`config.mk`:
```
export PLATFORM = sky130hd
export DESIGN_NAME = button_event_arbiter
export DESIGN_NICKNAME = d
export VERILOG_FILES = /design/src/rtl/button_event_arbiter.sv
export SDC_FILE = /design/constraint.sdc
export NUM_CORES = 1
export LEC_CHECK = 0
export CAP_MARGIN = 20
export CORE_AREA = 2 2 39 41
export CTS_BUF_LIST = sky130_fd_sc_hd__clkbuf_8 sky130_fd_sc_hd__clkbuf_16
export DETAILED_ROUTE_END_ITERATION = 8
export DIE_AREA = 0 0 41 43
export PLACE_DENSITY = 0.78
export SKIP_LAST_GASP = 1
export SLEW_MARGIN = 20
export SYNTH_ARGS = -nofsm -noshare
export SYNTH_HDL_FRONTEND = slang
export SYNTH_SLANG_ARGS = --single-unit
```
`constraint.sdc`:
```
create_clock -name clk -period 4.7 [get_ports clk]
set_input_delay 0.94 -clock clk [delete_from_list [all_inputs] [get_ports clk]]
set_output_delay 0.94 -clock clk [all_outputs]
set_load 0.005 [all_outputs]
```
`src/rtl/button_event_arbiter.sv`:
```
// Round-robin arbiter turning per-button event pulses into a valid/ready ID stream.
// Optional saturating drop counter enabled by defining BTN_OVF_CNT_EN.
module button_event_arbiter #(
  parameter int N_CH  = 4,
  parameter int ID_W  = 2,
  parameter int OVF_W = 8
) (
  input  logic            clk,
  input  logic            rst,
  input  logic [N_CH-1:0] btn_pulse,
  output logic            evt_valid,
  input  logic            evt_ready,
  output logic [ID_W-1:0] evt_id,
  output logic [N_CH-1:0] pending,
  output logic            ovf_pulse
`ifdef BTN_OVF_CNT_EN
  ,
  output logic [OVF_W-1:0] ovf_count,
  input  logic             ovf_clr
`endif
);

  typedef enum logic {
    IDLE    = 1'b0,
    PRESENT = 1'b1
  } state_t;

  state_t          state_q, state_d;
  logic [N_CH-1:0] pending_q, pending_d;
  logic [ID_W-1:0] rr_ptr_q, rr_ptr_d;
  logic [ID_W-1:0] evt_id_q, evt_id_d;
  logic            ovf_pulse_q, ovf_pulse_d;

  logic            grant;
  logic [ID_W-1:0] sel;
  logic [ID_W-1:0] hi_sel, lo_sel;
  logic            hi_found, lo_found;
  logic [N_CH-1:0] gnt_oh;
  logic [N_CH-1:0] drop_vec;

  // Lowest pending index at/after rr_ptr wins; otherwise wrap to the lowest overall.
  always_comb begin
    hi_found = 1'b0;
    lo_found = 1'b0;
    hi_sel   = '0;
    lo_sel   = '0;
    for (int i = N_CH - 1; i >= 0; i--) begin
      if (pending_q[i]) begin
        lo_found = 1'b1;
        lo_sel   = ID_W'(i);
        if (ID_W'(i) >= rr_ptr_q) begin
          hi_found = 1'b1;
          hi_sel   = ID_W'(i);
        end
      end
    end
    sel   = hi_found ? hi_sel : lo_sel;
    grant = (state_q == IDLE) && lo_found;
  end

  always_comb begin
    gnt_oh = '0;
    for (int i = 0; i < N_CH; i++) begin
      gnt_oh[i] = grant && (sel == ID_W'(i));
    end
    drop_vec  = btn_pulse & pending_q & ~gnt_oh;
    pending_d = btn_pulse | (pending_q & ~gnt_oh);
    ovf_pulse_d = |drop_vec;
  end

  always_comb begin
    state_d  = state_q;
    rr_ptr_d = rr_ptr_q;
    evt_id_d = evt_id_q;
    unique case (state_q)
      IDLE: begin
        if (grant) begin
          state_d  = PRESENT;
          evt_id_d = sel;
        end
      end
      PRESENT: begin
        if (evt_ready) begin
          state_d  = IDLE;
          rr_ptr_d = (evt_id_q == ID_W'(N_CH - 1)) ? '0
                                                   : evt_id_q + ID_W'(1);
        end
      end
      default: state_d = IDLE;
    endcase
  end

  always_ff @(posedge clk or posedge rst) begin
    if (rst) begin
      state_q     <= IDLE;
      pending_q   <= '0;
      rr_ptr_q    <= '0;
      evt_id_q    <= '0;
      ovf_pulse_q <= 1'b0;
    end else begin
      state_q     <= state_d;
      pending_q   <= pending_d;
      rr_ptr_q    <= rr_ptr_d;
      evt_id_q    <= evt_id_d;
      ovf_pulse_q <= ovf_pulse_d;
    end
  end

  assign evt_valid = (state_q == PRESENT);
  assign evt_id    = evt_id_q;
  assign pending   = pending_q;
  assign ovf_pulse = ovf_pulse_q;

`ifdef BTN_OVF_CNT_EN
  logic [OVF_W-1:0] ovf_count_q, ovf_count_d;

  // Counts alongside ovf_pulse so a clear in a drop cycle leaves zero.
  always_comb begin
    ovf_count_d = ovf_count_q;
    if (ovf_clr) begin
      ovf_count_d = '0;
    end else if (ovf_pulse_d && (ovf_count_q != '1)) begin
      ovf_count_d = ovf_count_q + OVF_W'(1);
    end
  end

  always_ff @(posedge clk or posedge rst) begin
    if (rst) begin
      ovf_count_q <= '0;
    end else begin
      ovf_count_q <= ovf_count_d;
    end
  end

  assign ovf_count = ovf_count_q;
`endif

endmodule

```
### After elaboration in Yosys (flattened, before gate mapping)

Cells that the tools add are included.

| operators by class | value |
|---|---|
| $add $sub $neg | 1 |
| order comparisons | 4 |
| equal/unequal tests | 4 |
| muxes and demuxes | 29 |
| bitwise logic cells | 6 |
| reduce and logical (&&, ||, !) cells | 9 |

Operators with widths:

| operator | count |
|---|---|
| 2-bit 2-to-1 mux | 14 |
| 1-bit 2-to-1 mux | 14 |
| 4-bit bitwise AND | 3 |
| 2-bit equality test, second input constant | 3 |
| 1-bit logical AND | 5 |
| 1-bit by 2-bit >= comparator with 1-bit output, first input constant | 2 |
| 2-bit >= comparator, first input constant | 2 |
| 4-bit inverter | 1 |
| 4-bit bitwise OR | 1 |
| 2-bit AND reduction | 2 |
| 4-bit OR reduction | 1 |
| 2-bit by 1-bit adder with 2-bit output, second input constant | 1 |
| 2-bit by 1-bit equality test with 1-bit output, second input constant | 1 |
| 2-bit zero test | 1 |
| 1-bit one-hot mux with 2 select lines | 1 |
| 1-bit inverter | 1 |

| word-level totals | value |
|---|---|
| register bits | 10 |
| output and inout port bits | 8 |
| logic and storage cells | 58 |

### Longest topological paths before layout

Gate-level depths: netlist of the first run.

| logic depth | value |
|---|---|
| word-level depth | 15 |
| gate-level depth with buffers | 6 |
| mapped depth without buffers | 6 |

### Worst setup path before layout of the first run

No wires, ideal clock.

| path | value |
|---|---|
| path type | input -> register |
| from | in btn_pulse[2] |
| to | reg ovf_pulse_q (netlist: ovf_pulse) |
| setup time | 126 ps |
| data arrival time | 1616 ps |
| required time | 4574 ps |
| setup slack | 2958 ps |
| stages on the path | 4 |
| path through | nand2_1 nand2_1 or3_1 a221o_1 |

| between the ends | value |
|---|---|
| cells in the longest elaborated chain, start to end | 3 |

Ends and longest elaborated chain:

| item | RTL line | RTL |
|---|---|---|
| start, declared | 10 | `input logic [N_CH-1:0] btn_pulse,` |
| 4-bit bitwise AND (2 in series) | 66 | `drop_vec = btn_pulse & pending_q & ~gnt_oh;` |
| 4-bit OR reduction | 68 | `ovf_pulse_d = \|drop_vec;` |
| named net ovf_pulse_d | 32 | `logic ovf_pulse_q, ovf_pulse_d;` |
| end signal, assigned | 105 | `ovf_pulse_q <= ovf_pulse_d;` |
| end, declared | 32 |  |

The timed path passes the listed nets, and every way through them passes these cells.
A chain may end at the register's enable or synchronous reset.

### Worst setup path in the final report of the first run

| path | value |
|---|---|
| from | reg state_q (netlist: evt_valid) |
| to | out evt_valid |

RTL lines:

| item | RTL line | RTL |
|---|---|---|
| start, declared | 28 | `state_t state_q, state_d;` |
| start signal, assigned | 101 | `state_q <= state_d;` |
| end, declared | 11 | `output logic evt_valid,` |

No word-level cell between the ends.

==> results of run 1 <==
## path summary, 6_finish.rpt
check	endpoint	slack, ns	from	cells past startpoint
min	rr_ptr_q[0]	0.52	evt_id[0]	1
min reg2reg	rr_ptr_q[0]	0.52	evt_id[0]	1
max	evt_valid	2.52	evt_valid	1
min in group asynchronous	pending[0]	0.99	rst	2
max in group asynchronous	pending[2]	3.43	rst	2
max reg2reg	ovf_pulse	2.79	pending[0]	6
## layout by cell type (no fill, tap or decap), types with 2 or more instances in the layout
cell	Yosys	layout
clkdlybuf4s50_1	0	14
dfrtp_1	10	10
nand2_1	7	7
clkbuf_8	0	4
a21oi_1	3	3
inv_1	3	3
mux2i_1	2	2
nor3b_1	2	2
o21ai_0	2	2
o31ai_1	2	2
mux2_2	2	2
## through the flow
step	util [%]	hold WS [ns]	instances
after global placement	48.8	0.503	79
final	52.8	0.516	83
after detailed placement	48.8	0.513	79
after floorplan	-	0.497	49
after CTS	52.8	0.517	83
after global routing	52.8	0.538	83
## kinds of logic (layout without fill, tap and decap cells)
kind of cell               count (synthesis)  in the layout
and+or+nand+nor                           17             17
AOI/OAI and AO/OA                         14             14
buffers and inverters                      3             21
muxes                                      4              4
adders and majority gates                  1              1
DFF                                       10             10
## power by group through the flow
stage / clock, mW / sequential, mW / combinational (mW)
final: 0.108 / 0.153 / 0.165
after global routing: 0.116 / 0.158 / 0.179
after CTS: 0.110 / 0.153 / 0.166
after detailed placement: 0 / 0.154 / 0.164
after global placement: 0 / 0.154 / 0.163
after floorplan: 0 / 0.147 / 0.102
## state kept, by name, indices dropped and copies added (netlist names)
register,count
pending,4
evt_id,2
rr_ptr_q,2
evt_valid,1
ovf_pulse,1
## per-layer routing
layer / vias up / routed length (um) / GRT usage [%] / share of wire [%]
met4: 0 / 22 / 12.0 / 2.0
li1: 213 / - / - / -
met3: 2 / 39 / 4.71 / 3.6
met5: - / 0 / 0 / 0
met2: 12 / 567 / 21.6 / 52
met1: 213 / 460 / 18.0 / 42
## layout make-up
| cell class | count | area [um^2] | share of cell area (%) |
|---|---|---|---|
| multi-input combinational | 36 | 254 | 34.8 |
| tap | 16 | 20.0 | 2.74 |
| clock buffer | 4 | 55.1 | 7.53 |
| inverter | 3 | 11.3 | 1.54 |
| timing repair buffer | 14 | 140 | 19.2 |
| sequential | 10 | 250 | 34.2 |
==> results.cfg, run 1 <==
[outcome]
status = completed

[pwr]
leakagePower_nw = 0.310
p_sw_mw = 0.143
sequentialPowerShare_pct = 35.9
clockPowerShare_pct = 25.4
ir_drop_v = 0.000296
power.switching_fraction_pct = 33.6
p_int_mw = 0.283
combPwrFrac_pct = 38.7
p_per_area_nw_per_um2 = 583
total_power_mw = 0.426

[floorplan]
fp.dieH_um = 43
die_x_um = 41
fp.dieArea_um2 = 1760
initial_utilization_pct = 37.3
core_area_um2 = 1380
rows = 14
io-pin-count = 15

[logic_synthesis]
synth.most_common_cell = dfrtp_1
synth_top_family_by_area = compound AO/OA/AOI/OAI gates
synth_warnings = 0
ys_ff_latch = 10
synth-main-ff-cell = dfrtp_1
syn_nets = 57
yosys-top-cells-count = 10 x dfrtp_1, 7 x nand2_1, 3 x a21oi_1, 3 x inv_1
synth-xor-area-share_pct = 0
synth_largest_area_cell = dfrtp_1
synth_compound_area_share_pct = 21.6
synth-edff-count = 0
ys_seq_area_share_pct = 48.5
async_flop_share_pct = 100
synthAdderAreaFrac_pct = 2.43
synth.area.top_cells = dfrtp_1 49%, nand2_1 5.1%, mux2_2 4.4%
synth_simple_gate_area_share_pct = 17.0
synth.avg_cell_area_um2 = 10.5
synth_cell_types = 25
netlist_instances = 49
synthMuxAreaShare_pct = 8.25
synth_top_area_share_pct = 48.5
syn_area_um2 = 515

[worst_setup_path]
cpPeakStageDelay_ns = 0.55
cp-start-kind = register
crit_required_ns = 3.76
crit_buf_inv = 1
critPathSlowestCell = clkdlybuf4s50_1
timing_worst_setup_path_type = register to output port
end_kind = output port
crit_family = buffers and inverters
worstPathMaxFanout = 7
path_cells = clkdlybuf4s50_1
arrival_ns = 1.24

[placement]
dp_slack_ns = 2.48
port_buffers = 14
dpl_cell_area_um2 = 676
place_congestion = 0.814
post-dp-hpwl_um = 776

[timing]
finalCriticalPeriod_ns = 2.18
drv_slew = 0
layout_setup_ws_ns = 2.52
finalHoldViolations = 0
relSlewSlack_pct = 67.7
timing.final.crit_share_pct = 46.5
tightestPinTransition_ns = 0.479
rsz0062_at_grt = false
finClkSkew_ns = 0.00215
fin_tns_setup_ns = 0
clock.fmax_ghz = 0.458
setup_viol_count_final = 0

[grt]
grt_max_degree = 11
grt_pass1_vias = 422
antenna_found_initial = 0
overflow = 0
grt_pass1_wl_mm = 1.76
grt_usage_pct = 15.2

[route]
antenna_left = 0
totalWireLength_mm = 1.09
drtIter0Drc = 13
vias_per_cell = 5.30
dr.pass1.iters = 4
drc = 0
wl_per_cell_um = 13.1
num_vias = 440

[flow_run]
max_cap_viol_count = 0

[cells_and_area]
nets = 76
fillers = 124
layout-drive-gt1-share_pct = 16.4
area_growth_pct = 41.7
diodes = 0
stdcell_area_um2 = 731

[clock_tree]
clkLatencyLatePin_ns = 0.24
postCtsHoldBufs = 0
post_cts_buffers = 0
htree_levels = 1
clk_pin_slew_worst_paths_ns = 0.05
cts_resized = 0
cts_buffer_depth = 2
numCtsBuffers = 3
cts_tree = yes
cts-root-buf = clkbuf_8
cts_sinks = 10

[min_path]
hold_path.class = register to register
Note: power is estimated with default switching activity, not from simulation.
==> run 2, diff against run 1 <==
Settings changed: CORE_AREA 2 2 39 41 to default, CORE_MARGIN from default to 2, CORE_UTILIZATION from default to 39, DIE_AREA 0 0 41 43 to default, PLACE_DENSITY 0.78 to 0.81.
Clock period 4.7 ns to 1.9 ns, I/O delays scaled along.
==> results.cfg, run 2 (synthesis gave the netlist of run 1 again) <==
[placement]
post-dp-hpwl_um = 820
dp.cells = 79
port_buffers = 14
place_congestion = 0.803

[timing]
fin_hold_ws_ns = 0.413
finalHoldViolations = 0
finalCriticalPeriod_ns = 1.82
clock.fmax_ghz = 0.548
rsz0062_at_grt = false
relSlewSlack_pct = 65.2
timing.final.crit_share_pct = 96.0
drv_slew = 0
fin_tns_setup_ns = 0
finClkSkew_ns = 0.00381
setup_viol_count_final = 0
tightestPinTransition_ns = 0.517

[route]
vias_per_cell = 5.48
dr.pass1.iters = 4
drc = 0
num_vias = 455
antenna_left = 0
totalWireLength_mm = 1.18
wl_per_cell_um = 14.2
drtIter0Drc = 15

[cells_and_area]
largest_reg_flops = 4
fillers = 110
area_growth_pct = 43.9
fin_cells = 83
final_common_cell = clkdlybuf4s50_1
nets = 77
layout-drive-gt1-share_pct = 19.1
layout_common_cells = 14 x clkdlybuf4s50_1, 10 x dfrtp_1, 7 x nand2_1, 4 x clkbuf_8
diodes = 0

[grt]
grt_pass1_vias = 392
antenna_found_initial = 0
overflow = 0
grt_max_degree = 11
grt_pass1_wl_mm = 1.70
grt_usage_pct = 17.2

[worst_setup_path]
path_cells = a21o_2 > a21oi_1 > o22a_2 > nor3b_2 > o21ai_0 > a221o_1
cpPeakStageDelay_ns = 0.44
crit_family = compound AO/OA/AOI/OAI gates
crit_buf_inv = 0
end_kind = register
crit_required_ns = 2.01
critPathSlowestCell = dfrtp_1
timing_worst_setup_path_type = register to register
cp-start-kind = register
worstPathMaxFanout = 7
arrival_ns = 1.94

[pwr]
p_int_mw = 0.711
combPwrFrac_pct = 40.2
leakagePower_nw = 0.316
clockPowerShare_pct = 24.7
p_per_area_nw_per_um2 = 1450
sequentialPowerShare_pct = 35.0
ir_drop_v = 0.000876
power.switching_fraction_pct = 33.8
p_sw_mw = 0.364

[floorplan]
core_area_um2 = 1270
fp.dieH_um = 40.4
die_x_um = 40.4
initial_utilization_pct = 40.6
fp.dieArea_um2 = 1630
io-pin-count = 15
rows = 13

[clock_tree]
cts-root-buf = clkbuf_8
clkLatencyLatePin_ns = 0.24
cts_tree = yes
htree_levels = 1
cts_buffer_depth = 2
post_cts_buffers = 0
clk_pin_slew_worst_paths_ns = 0.05
numCtsBuffers = 3
cts_sinks = 10

[outcome]
status = completed

[min_path]
hold_path.class = input port to asynchronous set/reset pin

[flow_run]
max_cap_viol_count = 0
==> run 2: changes by cell type in the layout (fill, tap and decap cells not counted) <==
cell | previous run | this run
nor3b_2 | 0 | 1
nor3b_1 | 2 | 1
buf_4 | 0 | 1
==> run 2: worst reg2reg max path: stages, from the launching register on <==
cell and delay [ns]:
dfrtp_1 0.44, a21o_2 0.22, a21oi_1 0.14, o22a_2 0.20
nor3b_2 0.19, o21ai_0 0.15, a221o_1 0.36
==> run 2: final timing paths <==
kind,startpoint,to,slack [ns],cells past startpoint
worst max register to register,pending[1],ovf_pulse,0.08,6
worst max-delay path,pending[1],ovf_pulse,0.08,6
worst min register to register,evt_id[0],rr_ptr_q[0],0.51,1
max in group asynchronous,rst,evt_valid,1.21,2
min in group clk,evt_id[0],rr_ptr_q[0],0.51,1
worst min-delay path,rst,rr_ptr_q[0],0.41,2
==> run 2: metrics by stage <==
step           area (um^2)  setup slack, ns  utilization [%]  power, mW
2_1_floorplan          515            0.192                -      0.618
3_3_place_gp           682            0.156             53.7      0.787
3_5_place_dp           682           0.0906             53.7      0.799
4_1_cts                737           0.0155             58.1       1.07
5_1_grt                742           0.0332             58.5       1.14
6_report               742           0.0764             58.5       1.07
==> run 2: power by group through the flow <==
stage	clock network [mW]	registers, mW	logic [mW]
2_1_floorplan	0	0.364	0.253
3_3_place_gp	0	0.376	0.411
3_5_place_dp	0	0.381	0.418
4_1_cts	0.269	0.377	0.427
5_1_grt	0.284	0.387	0.470
6_report	0.266	0.376	0.433
==> run 2: per-layer routing <==
layer  up-vias  routed length, um  part of all wire, %  GRT usage (%)
met3         8                105                  8.9           8.33
met5         -                  0                    0              0
met2        29                569                   48           27.0
li1        217                  -                    -              -
met1       201                461                   39           19.7
met4         0                 44                  3.7           7.50
==> run 2: area by class of cell <==
class | instances | area (um^2) | area share (%)
Clock buffer | 4 | 55.1 | 7.42
Inverter | 3 | 11.3 | 1.52
Multi-Input combinational cell | 36 | 259 | 34.9
Sequential cell | 10 | 250 | 33.7
Tap cell | 15 | 18.8 | 2.53
Timing Repair Buffer | 15 | 148 | 19.9
==> run 2: what timing repair did <==
| item | 4_1_cts | 5_1_grt |
|---|---|---|
| gates resized for setup | 0 | 1 |
| hold buffers | 0 | 0 |
| endpoints found under the setup margin | 0 | 1 |
==> run 3, diff against run 2 <==
Settings changed: CORE_AREA from default to 2 2 39 41, CORE_MARGIN 2 to default, CORE_UTILIZATION 39 to default, DIE_AREA from default to 0 0 41 43, HOLD_SLACK_MARGIN from default to 0.15, PLACE_DENSITY 0.81 to 0.78.
Clock period 1.9 ns to 2 ns, I/O delays scaled along.
==> results.cfg, run 3 (synthesis gave the netlist of run 1 again) <==
[grt]
grt_pass1_vias = 406
antenna_found_initial = 0
overflow = 0
grt_usage_pct = 15.0
grt_max_degree = 11
grt_pass1_wl_mm = 1.79

[timing]
tightestPinTransition_ns = 0.443
finalCriticalPeriod_ns = 1.85
clock.fmax_ghz = 0.541
relSlewSlack_pct = 70.2
rsz0062_at_grt = false
timing.final.crit_share_pct = 92.3
fin_tns_setup_ns = 0
finalHoldViolations = 0
layout_setup_ws_ns = 0.153
finClkSkew_ns = 0.00282
setup_viol_count_final = 0
drv_slew = 0
fin_hold_ws_ns = 0.450

[min_path]
hold_path.class = input port to asynchronous set/reset pin

[floorplan]
initial_utilization_pct = 37.3
io-pin-count = 15
die_x_um = 41
core_area_um2 = 1380
fp.dieArea_um2 = 1760
rows = 14
fp.dieH_um = 43

[route]
antenna_left = 0
dr.pass1.iters = 4
drc = 0
num_vias = 434
totalWireLength_mm = 1.15
wl_per_cell_um = 13.8
vias_per_cell = 5.23
drtIter0Drc = 5

[cells_and_area]
ff_latch_area_um2 = 250
diodes = 0
fin_cells = 83
multiInputGateArea_um2 = 259
nets = 76
area_growth_pct = 42.7
layout_common_cells = 14 x clkdlybuf4s50_1, 10 x dfrtp_1, 7 x nand2_1, 4 x clkbuf_8
layout-drive-gt1-share_pct = 17.9
stdcell_area_um2 = 736
final_util_pct = 53.2
fillers = 126
largest_reg_flops = 4
final_common_cell = clkdlybuf4s50_1

[clock_tree]
clkLatencyLatePin_ns = 0.23
cts_sinks = 10
cts_buffer_depth = 2
cts-root-buf = clkbuf_8
cts_tree = yes
clk_pin_slew_worst_paths_ns = 0.05
htree_levels = 1
numCtsBuffers = 3
postCtsHoldBufs = 0

[pwr]
leakagePower_nw = 0.311
p_per_area_nw_per_um2 = 1390
ir_drop_v = 0.000548
total_power_mw = 1.02

[placement]
dp.cells = 79
place_congestion = 0.781
post-dp-hpwl_um = 802
dpl_cell_area_um2 = 676
dp_slack_ns = 0.150
port_buffers = 14

[worst_setup_path]
timing_worst_setup_path_type = register to register
end_kind = register
arrival_ns = 1.97
cp-start-kind = register
worstPathMaxFanout = 8
crit_required_ns = 2.12

[flow_run]
max_cap_viol_count = 0

[outcome]
status = completed
run 3: cell types whose count changed in the layout (fill, tap and decap cells not counted):
cell,before,now
buf_4,1,0
run 3: worst paths after layout:
kind / start / end / slack [ns] / cells after the start
worst max-delay path: pending[0] / ovf_pulse / 0.15 / 6
worst min-delay path: rst / pending[0] / 0.45 / 2
worst max register to register: pending[0] / ovf_pulse / 0.15 / 6
worst min register to register: evt_id[0] / rr_ptr_q[0] / 0.52 / 1
max in group asynchronous: rst / rr_ptr_q[1] / 1.26 / 2
min in group clk: evt_id[0] / rr_ptr_q[0] / 0.52 / 1
run 3: layer usage:
layer	global-route usage, %	up-vias	share of wire (%)
met1	21.3	205	44
met5	0	-	0
met4	8.00	0	1.2
met2	20.6	14	50
li1	-	213	-
met3	3.14	2	4.4
run 3: worst max-delay path: stages, from the launching register on:
cell and delay [ns]:
dfrtp_1 0.45, a21o_2 0.24, a21oi_1 0.16, o22a_2 0.21, nor3b_2 0.22, o21ai_0 0.13, a221o_1 0.32
run 3: area by class of cell:
class / instances / area share [%]
multi-input combinational: 36 / 35.2
sequential: 10 / 34.0
timing repair buffer: 14 / 19.0
clock buffer: 4 / 7.48
tap: 16 / 2.72
inverter: 3 / 1.53
run 3: what timing repair did:
action                                  4_1_cts  5_1_grt
endpoints found under the setup margin        0        1
setup buffers                                 0        0
resized for setup                             0        1
endpoints found under the hold margin         0        0
run 3: power breakdown:
part,internal (mW),leakage (nW),switching (mW)
Clock,0.173,0.0288,0.0818
Sequential,0.269,0.105,0.0949
Combinational,0.229,0.177,0.174
